`src/rtl/bth_mlt_pkg.sv`:
```
// Shared types and defaults for the radix-2 Booth multiplier.
// Holds the controller state encoding and the default operand width.
package bth_mlt_pkg;

    localparam int WIDTH_DEF = 4;

    typedef enum logic {
        IDLE = 1'b0,
        RUN  = 1'b1
    } state_t;

endpackage

```
`src/rtl/bth_mlt_booth_step.sv`:
```
// One combinational radix-2 Booth iteration: conditional add/subtract of M
// into A, then an arithmetic right shift of {A, Q, Q_1}.
module booth_step #(
    parameter int WIDTH = 4
) (
    input  logic [WIDTH:0]   a,
    input  logic [WIDTH-1:0] q,
    input  logic             q_1,
    input  logic [WIDTH:0]   m,
    output logic [WIDTH:0]   a_nxt,
    output logic [WIDTH-1:0] q_nxt,
    output logic             q_1_nxt
);

    logic [WIDTH:0] sum;

    always_comb begin
        sum = a;
        case ({q[0], q_1})
            2'b01:   sum = a + m;
            2'b10:   sum = a - m;
            default: sum = a;
        endcase
    end

    // A is one bit wider than the operands, so replicating its MSB is a true sign extension
    assign a_nxt   = {sum[WIDTH], sum[WIDTH:1]};
    assign q_nxt   = {sum[0], q[WIDTH-1:1]};
    assign q_1_nxt = q[0];

endmodule

```
`src/rtl/bth_mlt.sv`:
```
// Sequential radix-2 Booth multiplier: one Booth step per clock, registered
// product with a single-cycle done pulse on completion.
//
// state | meaning
// IDLE  | waiting for load; prod holds the last result
// RUN   | Booth iterations in progress, cnt steps remaining
module bth_mlt
    import bth_mlt_pkg::*;
#(
    parameter int WIDTH = WIDTH_DEF
) (
    input  logic                 clk,
    input  logic                 rst,
    input  logic                 load,
    input  logic [WIDTH-1:0]     inp_q,
    input  logic [WIDTH-1:0]     inp_m,
    output logic [2*WIDTH-1:0]   prod,
    output logic                 done,
    output logic                 busy
);

    localparam int CW = $clog2(WIDTH + 1);

    state_t           state, state_nxt;
    logic [WIDTH:0]   a, m, a_step;
    logic [WIDTH-1:0] q, q_step;
    logic             q_1, q_1_step;
    logic [CW-1:0]    cnt;
    logic             last_step;

    booth_step #(.WIDTH(WIDTH)) u_step (
        .a       (a),
        .q       (q),
        .q_1     (q_1),
        .m       (m),
        .a_nxt   (a_step),
        .q_nxt   (q_step),
        .q_1_nxt (q_1_step)
    );

    assign last_step = (cnt == CW'(1));
    assign busy      = (state == RUN);

    always_ff @(posedge clk or negedge rst) begin
        if (!rst) begin
            state <= IDLE;
        end else begin
            state <= state_nxt;
        end
    end

    always_comb begin
        state_nxt = state;
        case (state)
            IDLE: if (load) state_nxt = RUN;
            RUN: begin
                if (load) begin
                    state_nxt = RUN;
                end else if (last_step) begin
                    state_nxt = IDLE;
                end
            end
            default: state_nxt = IDLE;
        endcase
    end

    // load wins over an in-flight step, which is what makes restart/abort work
    always_ff @(posedge clk or negedge rst) begin
        if (!rst) begin
            a    <= '0;
            q    <= '0;
            q_1  <= 1'b0;
            m    <= '0;
            cnt  <= '0;
            prod <= '0;
            done <= 1'b0;
        end else begin
            done <= 1'b0;
            if (load) begin
                a   <= '0;
                q   <= inp_q;
                q_1 <= 1'b0;
                m   <= {inp_m[WIDTH-1], inp_m};
                cnt <= CW'(WIDTH);
            end else if (state == RUN) begin
                a   <= a_step;
                q   <= q_step;
                q_1 <= q_1_step;
                cnt <= cnt - CW'(1);
                if (last_step) begin
                    prod <= {a_step[WIDTH-1:0], q_step};
                    done <= 1'b1;
                end
            end
        end
    end

endmodule

```
`config.mk`:
```
export PLATFORM = sky130hd
export DESIGN_NAME = bth_mlt
export DESIGN_NICKNAME = d
export VERILOG_FILES = /design/src/rtl/bth_mlt_pkg.sv /design/src/rtl/bth_mlt_booth_step.sv /design/src/rtl/bth_mlt.sv
export SDC_FILE = /design/constraint.sdc
export NUM_CORES = 1
export LEC_CHECK = 0
export ABC_CLOCK_PERIOD_IN_PS = 3350
export CAP_MARGIN = 20
export CORE_AREA = 2 2 64 66
export CTS_BUF_LIST = sky130_fd_sc_hd__clkbuf_8
export CTS_CLUSTER_DIAMETER = 80
export CTS_CLUSTER_SIZE = 30
export DETAILED_ROUTE_END_ITERATION = 8
export DIE_AREA = 0 0 66 68
export GPL_ROUTABILITY_DRIVEN = 0
export PLACE_DENSITY = 0.66
export SYNTH_ARGS = -nofsm -noshare
export SYNTH_HDL_FRONTEND = slang
export SYNTH_HIERARCHICAL = 1
export SYNTH_SLANG_ARGS = --single-unit
```
`constraint.sdc`:
```
create_clock -name clk -period 3.35 [get_ports clk]
set_input_delay 0.67 -clock clk [delete_from_list [all_inputs] [get_ports clk]]
set_output_delay 0.67 -clock clk [all_outputs]
set_load 0.03 [all_outputs]
```
Word level (Yosys, flattened, before mapping)
Cells that the tools add are included.

storage, ports and cells
  bits in registers = 27
  memories = 0
  bits in writable memories = 0
  output and inout port bits = 10
  bits in read-only memories = 0
  bits in latches = 0
  input port bits = 11
  word-level logic and storage cells = 34

cells by class
  reductions and logical operators = 2
  equal/unequal tests = 3
  shifts and indexed selects = 0
  multipliers = 0
  add/sub/neg operators = 3
  mux-type cells = 16
  bitwise operators = 2
  divide/modulo/power cells = 0
  magnitude comparators = 0

operators with widths
  kind                                                                number
  5-bit two-way mux                                                   2
  5-bit one-hot mux with 2 select lines                               1
  1-bit two-way mux                                                   8
  4-bit two-way mux                                                   2
  3-bit two-way mux                                                   2
  5-bit adder                                                         1
  5-bit subtractor                                                    1
  3-bit by 1-bit == test with 1-bit output, second input constant     1
  3-bit AND reduction                                                 1
  3-bit by 1-bit subtractor with 3-bit output, second input constant  1
  2-bit by 1-bit == test with 1-bit output, second input constant     1
  2-bit == test, second input constant                                1
  1-bit NOT                                                           2
  1-bit one-hot mux with 2 select lines                               1
  2-bit nonzero test                                                  1

Depth between registers and ports, before layout
  depth after elaboration = 4
  mapped depth = 13
  mapped depth without buffers = 12

Hierarchy
The synthesis kept the hierarchy.

by module, submodules not included
  module      area an instance (um^2)  instances  cells an instance  sequential area each (um^2)
  bth_mlt     1136.1                   1          82                 675.6
  booth_step  351.6                    1          47                 0.0

Worst setup path after synthesis
Ideal clock, no wire load.

  path kind = flip-flop to flip-flop
  start point = register q_1
  end point = register a[4]
  cell stages (with the launch flop) = 13
  library setup time = 0.132 ns
  required time = 3.218 ns
  data arrival time = 2.420 ns
  buffers on the path = 1
  slack = 0.798 ns
  clock period less this slack = 2.552 ns
  path through = dfrtp_1 inv_1 ha_1 mux2_2 fa_1 nor2b_1 o21ai_0 nor3b_1 mux2_4 xor2_2 buf_4 mux2i_1 nor2_1

on the way
  word-level cells in the longest chain between the ends = 4
  elaborated cells on any way between the ends = 5
  those cells by class = eq/ne: 2; mux: 3

RTL lines
  item                                                                       line                      source
  from (decl)                                                                bth_mlt.sv:27             logic q_1, q_1_step;
  from (signal assigned)                                                     bth_mlt.sv:88             q_1 <= q_1_step;
  2-bit == test or 2-bit by 1-bit == test with 1-bit output (tied branches)  bth_mlt_booth_step.sv:19  case ({q[0], q_1})
  5-bit one-hot mux with 2 select lines *                                    bth_mlt_booth_step.sv:19
  net a_step[3]                                                              bth_mlt.sv:25             logic [WIDTH:0] a, m, a_step;
  5-bit two-way mux *                                                        bth_mlt.sv:85             end else if (state == RUN) begin
  5-bit two-way mux *                                                        bth_mlt.sv:79             if (load) begin
  to (signal assigned)                                                       bth_mlt.sv:86             a <= a_step;
  to (decl)                                                                  bth_mlt.sv:25

Mark *: on every way through the listed nets, which the timed path passes. The rest lies on a longest branch. The select of a mux whose other input is x is not followed.
A chain may end at the register's enable or synchronous reset.

Final worst setup path
  start point = register q_1
  end point = register prod[7]

on the way
  word-level cells in the longest chain between the ends = 2
  elaborated cells on any way between the ends = 3
  those cells by class = eq/ne: 2; mux: 1

RTL lines
  item                                                                       line                      source
  2-bit == test or 2-bit by 1-bit == test with 1-bit output (tied branches)  bth_mlt_booth_step.sv:19
  5-bit one-hot mux with 2 select lines *                                    bth_mlt_booth_step.sv:19
  net a_step[3]                                                              bth_mlt.sv:25
  to (signal assigned)                                                       bth_mlt.sv:91             prod <= {a_step[WIDTH-1:0], q_step};
  to (decl)                                                                  bth_mlt.sv:17             output logic [2*WIDTH-1:0] prod,

Mark *: on every way through the listed nets, which the timed path passes. The rest lies on a longest branch.

==> flow_metrics.tcl <==
set metrics [dict create \
    hold_buffers 0 \
    drc_errors 0 \
    final_max_slew_viol_count 0 \
    groute.usage.overall_pct 13.44 \
    place_inst 191 \
    clkSinkCount 27 \
    switchingPower_mw 0.4716 \
    avgViaCountPerCell 4.779 \
    wl_per_cell_um 13.04 \
    synthCells 129 \
    place.detailed.hpwl_um 1877 \
    die-area_sq_mm 0.004488 \
    sw_frac_of_total_pct 36.95 \
    hold_viol 0 \
    pwr-share-clk_pct 15.2 \
    r2r_cells 10 \
    antenna_found_initial 0 \
    synth_commonest_cells "dfrtp_1, mux2i_1, nor2_1" \
    start_util_pct 38.58 \
    core_area_sq_mm 0.003856 \
    critPathKind "register to register" \
    critPathMaxFanout 4 \
    maxSlewHeadroom_pct 61.16 \
    syn2layout_area_growth_pct 17.24 \
    synth_edf_count 0 \
    wl_um 2542 \
    rsz0062_at_grt "false" \
    grt_overflow 0 \
    cts_max_level 1 \
    critPathCaptureType "register" \
    synth_nets 149 \
    period_needed_ps 2640 \
    ys_warn_count 6 \
    grt_pass1_vias 961 \
    synth_flop_cell "dfrtp_1" \
    p_leak_nw 0.8499 \
    irDropWorstVdd_uv 252.9 \
    drt-initial-drc-count 18 \
    drive_gt1_share_pct 15.86 \
    worstMarginPinSlew_ps 582.6 \
    status "finished, final reports clean" \
    synth.most_common_cell "dfrtp_1" \
    seq_area_frac_synth_pct 45.42 \
    io_buffer_count 20 \
    finalSetupViolations 0 \
    cts_inserted_buffers 3 \
    antenna_cells 0 \
    async_flop_share_pct 100.0 \
    cp.arrival_ps 2810 \
    tritoncts "yes" \
    die_w_um 66 \
    post_cts_resized 0 \
    fmax_mhz 378.8 \
    syn_area_per_cell_sq_um 11.53 \
    power_density_mw_per_mm2 731.7 \
    fin_tns_setup_ps 0 \
    clk_pin_slew_ps 100 \
    nFillCells 364 \
    pre_cts_slack_ps 697.8 \
    grt_pass1_wl_um 4512 \
    post_cts_buffers 0 \
    fin_hold_ws_ps 524.5 \
    drt-pass1-iter-count 3 \
    io_pins 21 \
    ctsLongestPathBuffers 2 \
    fin_ws_ps 709.9 \
    p_seq_share_pct 38.1 \
    yosysTopAreaCell "dfrtp_1" \
    hp-class "register to register" \
    hold_depth 1 \
    synth_area_leaders "dfrtp_1, mux2_4, mux2i_1" \
    synth_cell_types 29 \
    comb_power_share_pct 46.7 \
    period_share_pct 78.81 \
    grt_start_max_net_pins 28 \
    yosysTopAreaCellShare_pct 45.42 \
    syn-cell-area_sq_mm 0.001488 \
    synth_seq_cells 27 \
    totalPowerFinal_mw 1.276 \
    maxCapViolations 0 \
    root_buffer "clkbuf_8" \
    required_ps 3520 \
    fp-row-count 23 \
    vias 932 \
    p_int_mw 0.8046 \
    nNetsFinal 166 \
    clkLatencyLatePin_ps 280 \
    fp.dieH_um 68 \
    r2r_slack_ps 710 \
    ant_nets 0 \
    final_cells 195 \
    start_kind "register" \
    fin_skew_ps 7.032 \
]
[through the flow]
step                area (sq um)  util (%)
floorplan                   1488         -
CTS                         1744     45.23
finish                      1744     45.23
global placement            1694     43.93
detailed placement          1694     43.93
global route                1744     45.23
[layout by cell type (no fill, tap or decap), drive strengths merged, types with 4 or more instances in the layout]
cell           count
mux2i             11
dfrtp             27
inv               11
nand2              7
mux2              14
clkdlybuf4s50     20
xor2               4
ha                 8
a21oi              4
o21ai              8
nor2              11
[worst max-delay path, cell delays in order, from the launching register on]
cell     delay (ps)
dfrtp_1         380
inv_1            60
ha_1            230
mux2_2          380
fa_1            430
nor2b_1         110
o21ai_0          90
nor3b_1         150
mux2_4          290
xor2_2          160
mux2_4          250
[kinds of logic after synthesis]
logic type | Yosys count | synth area share, %
AOI/OAI and AO/OA | 16 | 6.307
xor gates and xnor gates | 7 | 4.627
adders and majority gates | 9 | 8.074
buffers and inverters | 21 | 7.822
DFF | 27 | 45.42
muxes | 25 | 20.27
and+or+nand+nor | 24 | 7.486
[power groups by stage]
stage / clock (mW) / sequential, mW / combinational (mW)
final: 0.194 / 0.486 / 0.596
after global routing: 0.223 / 0.500 / 0.656
after CTS: 0.201 / 0.487 / 0.605
after detailed placement: 0 / 0.493 / 0.602
after global placement: 0 / 0.486 / 0.588
after floorplan: 0 / 0.565 / 0.372
[routing by layer]
layer / vias up / GRT usage, % / wire length (um) / share of wire, %
li1: 455 / - / - / -
met1: 456 / 17.34 / 1202 / 47
met2: 17 / 22.47 / 1227 / 48
met3: 4 / 2.303 / 79 / 3.1
met4: 0 / 5.612 / 33 / 1.3
met5: - / 0 / 0 / 0
[final cells by class]
cell class	count	area [sq um]	share of cell area, %
Clock buffer	3	41.29	2.367
Clock inverter	1	8.758	0.5022
Inverter	10	37.54	2.152
Multi-Input combinational cell	81	695.7	39.89
Sequential cell	27	675.6	38.74
Tap cell	50	62.56	3.587
Timing Repair Buffer	23	222.7	12.77
[path summary, 6_finish.rpt]
path,from,to
hold reg to reg,prod[7],prod[7]
max in group asynchronous,rst,m[1]
hold / removal,prod[7],prod[7]
min in group asynchronous,rst,done
setup / recovery,q_1,prod[7]
setup reg to reg,q_1,prod[7]
[flip-flops by register name, indices dropped and copies added, names as in the netlist]
name  count
prod      8
a         5
m         4
q         4
cnt       3
busy      1
done      1
q_1       1
Note: power is estimated with default switching activity, not from simulation.
